<file path="src/rtl/ray_pkg.sv">
// Shared types and constants for the ray pipeline: FSM state encoding,
// dimension width and default colour settings.
package ray_pkg;

  localparam int DIM_W = 13;
  localparam int CNT_W = 2 * DIM_W;
  localparam int DEF_COLOR_W = 24;
  localparam logic [DEF_COLOR_W-1:0] DEF_BG_COLOR = 24'h000000;

  typedef enum logic [1:0] {
    IDLE   = 2'd0,
    ACCEPT = 2'd1,
    DRAIN  = 2'd2,
    DONE   = 2'd3
  } pixel_state_t;

endpackage

</file>
<file path="src/rtl/pixel_fifo.sv">
// Synchronous FIFO with occupancy counter and flush; the head word is
// presented combinationally from the storage array.
module pixel_fifo #(
  parameter int WIDTH = 24,
  parameter int DEPTH = 4
) (
  input  logic             clk,
  input  logic             reset_n,
  input  logic             flush,
  input  logic             push,
  input  logic             pop,
  input  logic [WIDTH-1:0] wdata,
  output logic [WIDTH-1:0] rdata,
  output logic             full,
  output logic             empty
);

  localparam int AW = (DEPTH > 1) ? $clog2(DEPTH) : 1;

  logic [WIDTH-1:0] mem_r [DEPTH];
  logic [AW-1:0]    wr_ptr_r;
  logic [AW-1:0]    rd_ptr_r;
  logic [AW:0]      count_r;
  logic             push_ok_s;
  logic             pop_ok_s;

  assign full      = (count_r == (AW+1)'(DEPTH));
  assign empty     = (count_r == {(AW+1){1'b0}});
  assign push_ok_s = push && !full;
  assign pop_ok_s  = pop && !empty;
  assign rdata     = mem_r[rd_ptr_r];

  // Storage array; contents are only meaningful behind the occupancy count.
  always_ff @(posedge clk) begin
    if (push_ok_s) begin
      mem_r[wr_ptr_r] <= wdata;
    end
  end

  // Pointers and occupancy; a simultaneous push and pop leaves the count unchanged.
  always_ff @(posedge clk or negedge reset_n) begin
    if (!reset_n) begin
      wr_ptr_r <= {AW{1'b0}};
      rd_ptr_r <= {AW{1'b0}};
      count_r  <= {(AW+1){1'b0}};
    end else if (flush) begin
      wr_ptr_r <= {AW{1'b0}};
      rd_ptr_r <= {AW{1'b0}};
      count_r  <= {(AW+1){1'b0}};
    end else begin
      if (push_ok_s) begin
        wr_ptr_r <= wr_ptr_r + AW'(1);
      end
      if (pop_ok_s) begin
        rd_ptr_r <= rd_ptr_r + AW'(1);
      end
      case ({push_ok_s, pop_ok_s})
        2'b10:   count_r <= count_r + (AW+1)'(1);
        2'b01:   count_r <= count_r - (AW+1)'(1);
        default: count_r <= count_r;
      endcase
    end
  end

endmodule

</file>
<file path="src/rtl/ray_pixel_writer.sv">
// Pixel writer: accepts shaded ray results in row-major order, buffers them
// and writes each one to base + y*W + x through a request/ack memory port.
module ray_pixel_writer
  import ray_pkg::*;
#(
  parameter int                 COLOR_W    = DEF_COLOR_W,
  parameter int                 ADDR_W     = 26,
  parameter int                 FIFO_DEPTH = 4,
  parameter logic [COLOR_W-1:0] BG_COLOR   = DEF_BG_COLOR
) (
  input  logic               clk,
  input  logic               reset_n,
  input  logic               start,
  input  logic [DIM_W-1:0]   image_width,
  input  logic [DIM_W-1:0]   image_height,
  input  logic [ADDR_W-1:0]  base_addr,
  input  logic               in_valid,
  output logic               in_ready,
  input  logic               in_hit,
  input  logic [COLOR_W-1:0] in_color,
  output logic               mem_we,
  output logic [ADDR_W-1:0]  mem_addr,
  output logic [COLOR_W-1:0] mem_wdata,
  input  logic               mem_ack,
  output logic               busy,
  output logic               frame_done,
  output logic [DIM_W-1:0]   pixel_x,
  output logic [DIM_W-1:0]   pixel_y,
  output logic               protocol_err
);

  pixel_state_t       state_r;
  logic [DIM_W-1:0]   width_r;
  logic [ADDR_W-1:0]  base_r;
  logic [CNT_W-1:0]   total_r;
  logic [CNT_W-1:0]   accept_cnt_r;
  logic [CNT_W-1:0]   write_cnt_r;
  logic [DIM_W-1:0]   x_r;
  logic [DIM_W-1:0]   y_r;
  logic               protocol_err_r;

  logic               fifo_full_s;
  logic               fifo_empty_s;
  logic [COLOR_W-1:0] fifo_head_s;
  logic [COLOR_W-1:0] push_data_s;
  logic               push_s;
  logic               pop_s;
  logic               flush_s;
  logic               dims_ok_s;
  logic               last_pop_s;

  assign push_s      = in_valid && in_ready;
  assign pop_s       = mem_we && mem_ack;
  assign push_data_s = in_hit ? in_color : BG_COLOR;
  assign flush_s     = (state_r == IDLE) && start;
  assign dims_ok_s   = (image_width != {DIM_W{1'b0}}) && (image_height != {DIM_W{1'b0}});
  assign last_pop_s  = pop_s && ((write_cnt_r + CNT_W'(1)) == total_r);

  assign busy         = (state_r != IDLE);
  assign frame_done   = (state_r == DONE);
  assign pixel_x      = x_r;
  assign pixel_y      = y_r;
  assign protocol_err = protocol_err_r;

  pixel_fifo #(
    .WIDTH (COLOR_W),
    .DEPTH (FIFO_DEPTH)
  ) u_fifo (
    .clk     (clk),
    .reset_n (reset_n),
    .flush   (flush_s),
    .push    (push_s),
    .pop     (pop_s),
    .wdata   (push_data_s),
    .rdata   (fifo_head_s),
    .full    (fifo_full_s),
    .empty   (fifo_empty_s)
  );

  // Backpressure and write-port drive; address and data are zero whenever no request is pending.
  always_comb begin
    in_ready  = 1'b0;
    mem_we    = 1'b0;
    mem_addr  = {ADDR_W{1'b0}};
    mem_wdata = {COLOR_W{1'b0}};
    if ((state_r == ACCEPT) && !fifo_full_s && (accept_cnt_r < total_r)) begin
      in_ready = 1'b1;
    end else begin
      in_ready = 1'b0;
    end
    if (((state_r == ACCEPT) || (state_r == DRAIN)) && !fifo_empty_s) begin
      mem_we    = 1'b1;
      mem_addr  = base_r + ADDR_W'(write_cnt_r);
      mem_wdata = fifo_head_s;
    end else begin
      mem_we    = 1'b0;
      mem_addr  = {ADDR_W{1'b0}};
      mem_wdata = {COLOR_W{1'b0}};
    end
  end

  // Frame FSM plus accept/write counters and the (x, y) raster position.
  always_ff @(posedge clk or negedge reset_n) begin
    if (!reset_n) begin
      state_r        <= IDLE;
      width_r        <= {DIM_W{1'b0}};
      base_r         <= {ADDR_W{1'b0}};
      total_r        <= {CNT_W{1'b0}};
      accept_cnt_r   <= {CNT_W{1'b0}};
      write_cnt_r    <= {CNT_W{1'b0}};
      x_r            <= {DIM_W{1'b0}};
      y_r            <= {DIM_W{1'b0}};
      protocol_err_r <= 1'b0;
    end else begin
      if (pop_s) begin
        write_cnt_r <= write_cnt_r + CNT_W'(1);
        if (x_r == (width_r - DIM_W'(1))) begin
          x_r <= {DIM_W{1'b0}};
          y_r <= y_r + DIM_W'(1);
        end else begin
          x_r <= x_r + DIM_W'(1);
        end
      end
      case (state_r)
        IDLE: begin
          if (start && dims_ok_s) begin
            width_r        <= image_width;
            base_r         <= base_addr;
            total_r        <= CNT_W'(image_width) * CNT_W'(image_height);
            accept_cnt_r   <= {CNT_W{1'b0}};
            write_cnt_r    <= {CNT_W{1'b0}};
            x_r            <= {DIM_W{1'b0}};
            y_r            <= {DIM_W{1'b0}};
            protocol_err_r <= 1'b0;
            state_r        <= ACCEPT;
          end else if (start) begin
            state_r <= DONE;
          end else if (in_valid) begin
            protocol_err_r <= 1'b1;
          end
        end
        ACCEPT: begin
          if (push_s) begin
            accept_cnt_r <= accept_cnt_r + CNT_W'(1);
            if ((accept_cnt_r + CNT_W'(1)) == total_r) begin
              state_r <= DRAIN;
            end
          end
        end
        DRAIN: begin
          // Look ahead on the final ack so frame_done follows it by one cycle.
          if (last_pop_s || ((write_cnt_r == total_r) && fifo_empty_s)) begin
            state_r <= DONE;
          end
        end
        DONE: begin
          state_r <= IDLE;
        end
        default: begin
          state_r <= IDLE;
        end
      endcase
    end
  end

endmodule
</file>
<file path="config.mk">
export PLATFORM = sky130hd
export DESIGN_NAME = ray_pixel_writer
export DESIGN_NICKNAME = d
export VERILOG_FILES = /design/src/rtl/ray_pkg.sv /design/src/rtl/pixel_fifo.sv /design/src/rtl/ray_pixel_writer.sv
export SDC_FILE = /design/constraint.sdc
export NUM_CORES = 1
export LEC_CHECK = 0
export CAP_MARGIN = 10
export CORE_MARGIN = 5
export CORE_UTILIZATION = 26
export CTS_BUF_LIST = sky130_fd_sc_hd__clkbuf_4 sky130_fd_sc_hd__clkbuf_8
export CTS_CLUSTER_SIZE = 12
export DETAILED_ROUTE_END_ITERATION = 16
export PLACE_DENSITY_LB_ADDON = 0.1
export SLEW_MARGIN = 20
export SYNTH_ARGS = -nofsm -noshare
export SYNTH_HDL_FRONTEND = slang
export SYNTH_SLANG_ARGS = --single-unit
</file>
<file path="constraint.sdc">
create_clock -name clk -period 9 [get_ports clk]
set_input_delay 2.25 -clock clk [delete_from_list [all_inputs] [get_ports clk]]
set_output_delay 2.25 -clock clk [all_outputs]
set_load 0.1 [all_outputs]
</file>
=== Word level (Yosys, flattened, before mapping) ===
Memories as Yosys holds them, arrays and structs flattened.
Cells that the tools add are included.

* Memories kept: 1
* Bits in registers: 153
* Word-level logic and storage cells: 107
* Output and inout bits: 81
* Memory bits (writable): 96

{| class="wikitable"
|+ Memory list
! name !! words !! width !! read ports !! clocked after memory_dff !! wr ports !! RTL line !! source
|-
| u_fifo.mem_r || 4 || 24 || 1 || 0 || 1 || pixel_fifo.sv:20 || <nowiki>logic [WIDTH-1:0] mem_r [DEPTH];</nowiki>
|}

* Add/subtract/negate cells: 10
* Multiply operators: 1
* Magnitude comparators: 1
* Reduce and logical (&&, ||, !) cells: 30
* Muxes and demuxes: 36
* Equality and inequality tests: 16

{| class="wikitable"
|+ Operators with widths
! kind !! count
|-
| 2-to-1 mux 26 bit || 6
|-
| 2-to-1 mux 13 bit || 8
|-
| equality test 26 bit || 3
|-
| adder 26 x 1 -> 26 bit, second input constant || 2
|-
| case mux 26 bit (2 select lines) || 1
|-
| 2-to-1 mux 24 bit || 2
|-
| adder 13 x 1 -> 13 bit, second input constant || 2
|-
| adder 26 bit || 1
|-
| less-than comparator 26 bit || 1
|-
| multiplier 13 x 13 -> 26 bit || 1
|-
| nonzero test 13 bit || 2
|-
| 2-to-1 mux 2 bit || 9
|-
| equality test 13 bit || 1
|-
| subtractor 13 x 1 -> 13 bit, second input constant || 1
|-
| logical AND 1 bit || 12
|-
| inequality test 2 x 1 -> 1 bit, second input constant || 5
|-
| nonzero test 2 bit || 5
|-
| case mux 2 bit (4 select lines) || 1
|-
| 2-to-1 mux 1 bit || 7
|-
| equality test 2 bit, second input constant || 3
|-
| case mux 3 bit (2 select lines) || 1
|-
| AND reduction 3 bit || 2
|-
| adder 2 x 1 -> 2 bit, second input constant || 2
|-
| equality test 2 x 1 -> 1 bit, second input constant || 2
|-
| other kinds (12) || 14
|}

=== Longest topological paths before layout ===
* Depth in word-level cells: 10
* Depth in mapped cells: 22
* Gate-level depth less buffers: 21

=== Cells and area by module ===
Synthesis repeated with hierarchy kept, for this count alone.

* Cell total of the unflattened synthesis: 2,147
* Area total of the unflattened synthesis: 20,235.7 µm²

{| class="wikitable"
|+ Modules (own cells, without submodules)
! module !! instances !! seq. area each (µm²) !! area an instance (µm²) !! cells an instance
|-
| ray_pixel_writer || 1 || 3,653.5 || 16,208.0 || 1,961
|-
| pixel_fifo || 1 || 3,057.9 || 4,027.6 || 186
|}

=== Worst setup path after synthesis ===
Ideal clock, no wire load.

* Path kind: input to register
* Start point: input port image_height[1]
* End point: register total_r[24]
* Arrival time: 6.878 ns
* Stages: 20
* Path slack: 1.988 ns
* Cells stage by stage: clkbuf_1 and2_1 fa_1 inv_1 fa_1 inv_1 fa_1 inv_1 fa_1 fa_1 inv_1 ha_1 or4_1 a21oi_1 o31ai_1 a21oi_1 o211ai_1 a31oi_1 xor2_1 o21ai_0

* Longest elaborated chain between the ends: 4

{| class="wikitable"
|+ Ends and longest elaborated chain
! item !! RTL line !! source
|-
| start, declared || ray_pixel_writer.sv:15 || <nowiki>input logic [DIM_W-1:0] image_height,</nowiki>
|-
| parallel branches: the longest is 4 deep, another holds multiplier 13 x 13 -> 26 bit || - ||
|-
| end signal, assigned || ray_pixel_writer.sv:108 || <nowiki>total_r <= {CNT_W{1'b0}};</nowiki>
|-
| end signal, assigned || ray_pixel_writer.sv:129 || <nowiki>total_r <= CNT_W'(image_width) * CNT_W'(image_height);</nowiki>
|-
| end, declared || ray_pixel_writer.sv:35 || <nowiki>logic [CNT_W-1:0] total_r;</nowiki>
|}

Several ways; the timed one is not identified.
A chain may end at the register's enable or synchronous reset.

=== Final worst setup path ===
* Start point: register write_cnt_r[0]
* End point: output port mem_addr[24]

* Longest elaborated chain between the ends: 2

{| class="wikitable"
|+ Ends and longest elaborated chain
! item !! RTL line !! source
|-
| start, declared || ray_pixel_writer.sv:37 || <nowiki>logic [CNT_W-1:0] write_cnt_r;</nowiki>
|-
| start signal, assigned || ray_pixel_writer.sv:110 || <nowiki>write_cnt_r <= {CNT_W{1'b0}};</nowiki>
|-
| start signal, assigned || ray_pixel_writer.sv:116 || <nowiki>write_cnt_r <= write_cnt_r + CNT_W'(1);</nowiki>
|-
| start signal, assigned || ray_pixel_writer.sv:131 || <nowiki>write_cnt_r <= {CNT_W{1'b0}};</nowiki>
|-
| adder 26 bit || ray_pixel_writer.sv:93 || <nowiki>mem_addr = base_r + ADDR_W'(write_cnt_r);</nowiki>
|-
| 2-to-1 mux 26 bit || ray_pixel_writer.sv:91 || <nowiki>if (((state_r == ACCEPT) || (state_r == DRAIN)) && !fifo_empty_s) begin</nowiki>
|-
| end, declared || ray_pixel_writer.sv:22 || <nowiki>output logic [ADDR_W-1:0] mem_addr,</nowiki>
|}

No other way between the ends.

==> impl_metrics.yaml <==
placed_design:
  place_ws_ps: 745
  io_buffer_count: 162
  placedCellCount: 3279
  dp_hpwl_um: 48400
  place.gp.congestion: 0.803
die:
  ios: 163
  core_um2: 77500
  die_y_um: 290
  die_w_um: 290
  start_util_pct: 26.2
  die_area_um2: 83900
  rows: 102
clocking:
  clkLatencyLatePin_ps: 630
  htreeDepth: 2
  cts_buffers: 48
  cts_sinks: 249
  hold_buffers: 0
  clk_pin_slew_ps: 70
  cts-resized-gates: 0
  cts_tree: "yes"
  clockRootBuffer: "clkbuf_8"
  post_cts_buffers: 0
  clock_path_buffers: 3
timing:
  rsz0062_at_grt: "false"
  slew_viol_final: 0
  fin_hold_ws_ps: 486
  setup_violations: 0
  worst_slew_pin_slew_ps: 1170
  timing.final.crit_period_ps: 7810
  fin_crit_sh_pct: 86.8
  clock_skew_ps: 29.1
  finalSetupTns_ps: 0
  relSlewSlack_pct: 21.7
  setup_slack_ps: 1190
  final_hold_viol_count: 0
  fmax_mhz: 128
drt:
  drt-total-wl_um: 63700
  met2_length_um: 29900
  ant_nets: 0
  vias: 15800
  highest_layer: "met4"
  drt-initial-drc-count: 736
  drc: 0
  dr.pass1.iters: 5
  routed-wl-met3_um: 2420
  vias_per_cell: 4.68
  wl_met1_um: 30300
  wl_per_cell_um: 18.9
final_layout:
  fin_nets: 2630
  final_common_cell: "nand2_1"
  area_growth_pct: 18.2
  drive_above_1_share_pct: 6.23
  final_cell_mix: "297 x nand2_1, 227 x inv_1, 161 x clkdlybuf4s50_1, 153 x dfrtp_1, 148 x and2_1"
  final_cells: 3370
worst_setup_path:
  arrival_ps: 5560
  critical_path.slowest_cell: "clkdlybuf4s50_1"
  cp.depth: 12
  critPathBufInv: 1
  path_cells: "ha_1, fa_1, a21o_1, a211oi_1, o21ai_0, o41ai_1, o211a_1, a21oi_1, nand4_1, nand3_1, a21oi_1, clkdlybuf4s50_1"
  path_delay_family: "compound AO/OA/AOI/OAI gates"
  critical_path.most_common_cell: "a21oi_1"
  start_kind: "register"
  rr_worst_depth: 12
  r2r-start: "total_r[20]"
  crit_start: "write_cnt_r[0]"
  worstSetupEndpointType: "output pin"
  setup.worst_path.class: "reg2out"
  worstPathRequired_ps: 6750
  critPathMaxStageDelay_ps: 1160
  cp_max_fo: 7
yosys:
  ys.flop_type: "dfrtp_1"
  synth_cell_types: 68
  syn_inst: 2175
  synth_area_per_cell_um2: 9.35
  yosys_warnings: 0
  syn_nets: 2516
  syn_area_um2: 20300
  ys_async_sr_fraction_pct: 61.4
  synth_edf_count: 96
  synth-seq-cells: 249
  seq_area_frac_synth_pct: 33.0
hold_path:
  hp-class: "reg2reg"
  hold_depth: 2
  hp-start: "base_r[10]"
global_routing:
  grtUsageTotal_pct: 15.1
  grt_pass1_vias: 16300
  grt_overflow: 0
  grt_pass1_wl_um: 99000
  grt_max_degree: 81
  antenna_found_initial: 2
pwr:
  power_density_nw_per_um2: 240
  p_leak_nw: 10.4
  ir_drop_mv: 0.127
run_status:
  status: "complete, no violations"
flow_run:
  cap_violations: 0
[tightest hold or removal path, delay by kind of cell, from the launching register on]
| family | cells | cell delay (ps) |
|---|---|---|
| flip-flops | 1 | 350 |
| AND/OR/NAND/NOR | 2 | 110 |
[sequential cells by signal, summed over array words and instances, names as in the netlist]
register	cells
accept_cnt_r	26
base_r	26
pixel_x	13
pixel_y	13
protocol_err	1
state_r	2
total_r	26
u_fifo.count_r	3
u_fifo.mem_r	96
u_fifo.rd_ptr_r	2
u_fifo.wr_ptr_r	2
width_r	13
write_cnt_r	26
[final cells by class]
type	count	area, µm²
diodes	1	2.50
fillers	8157	53400
inverters	227	852
repair buffers	175	1720
clock inverters	21	203
flip-flops and latches	249	6710
clock buffers	69	887
multi-input cells	1588	12300
well taps	1040	1300
[path summary, 6_finish.rpt]
kind / slack [ps] / end
min in group asynchronous: 1640 / base_r[13]
max in group asynchronous: 6040 / total_r[4]
worst max register to register: 4810 / accept_cnt_r[6]
worst max-delay path: 1190 / mem_addr[24]
worst min-delay path: 490 / base_r[10]
worst min register to register: 490 / base_r[10]
[power by group]
part	internal, mW	switching, mW	total (mW)
Clock	0.730	0.545	1.27
Combinational	1.11	2.07	3.18
Sequential	1.22	0.0806	1.30
[stage by stage]
stage | cell area (µm²) | power [mW] | util [%]
2_1_floorplan | 20300 | 3.69 | -
3_3_place_gp | 22900 | 4.55 | 29.6
3_5_place_dp | 22900 | 4.54 | 29.6
4_1_cts | 24000 | 5.86 | 31.0
5_1_grt | 24000 | 6.25 | 31.0
6_report | 24000 | 5.75 | 31.0
[layer usage]
| metal | global-route usage (%) | up-vias |
|---|---|---|
| li1 | - | 7569 |
| met1 | 21.2 | 7858 |
| met2 | 25.0 | 269 |
| met3 | 2.24 | 63 |
| met4 | 3.14 | 0 |
| met5 | 0 | - |
[cells by family after synthesis]
kind of cell               count (synthesis)  share of synthesized area, %
AOI/OAI and AO/OA                        303                          9.56
xor gates and xnor gates                 169                          7.28
adders and majority gates                259                          20.5
buffers and inverters                    338                          6.37
DFF                                      249                          33.0
muxes                                     37                          3.32
and+or+nand+nor                          820                          20.0
[cells in the mapped netlist, types with 8 or more instances]
master    number  share of area (%)
edfxtp_1      96                 14
o31ai_1       10               0.37
nand2_1      298                5.5
ha_1         136                8.4
a31oi_1       22               0.68
or3_1         11               0.34
mux2i_1       10               0.49
o21a_1         9               0.33
xnor2_1       91                3.9
nor3_1        37               0.91
xor2_1        78                3.4
nor2_1       124                2.3
a21oi_1       69                1.7
a22o_1        21               0.90
and2_1       149                4.6
and4_1        10               0.43
nand2b_1      15               0.46
a211oi_1      12               0.44
nand3_1       41                1.0
nor4_1        21               0.65
dfrtp_1      153                 19
clkbuf_1      97                1.8
mux4_2        24                2.7
nor2b_1       13               0.40
fa_1         123                 12
and3_1        32               0.98
o21ai_0       82                2.0
a21o_1        24               0.89
buf_1          8               0.15
inv_1        227                4.2
nand4_1       43                1.3
(Power assumes the default switching activity.)
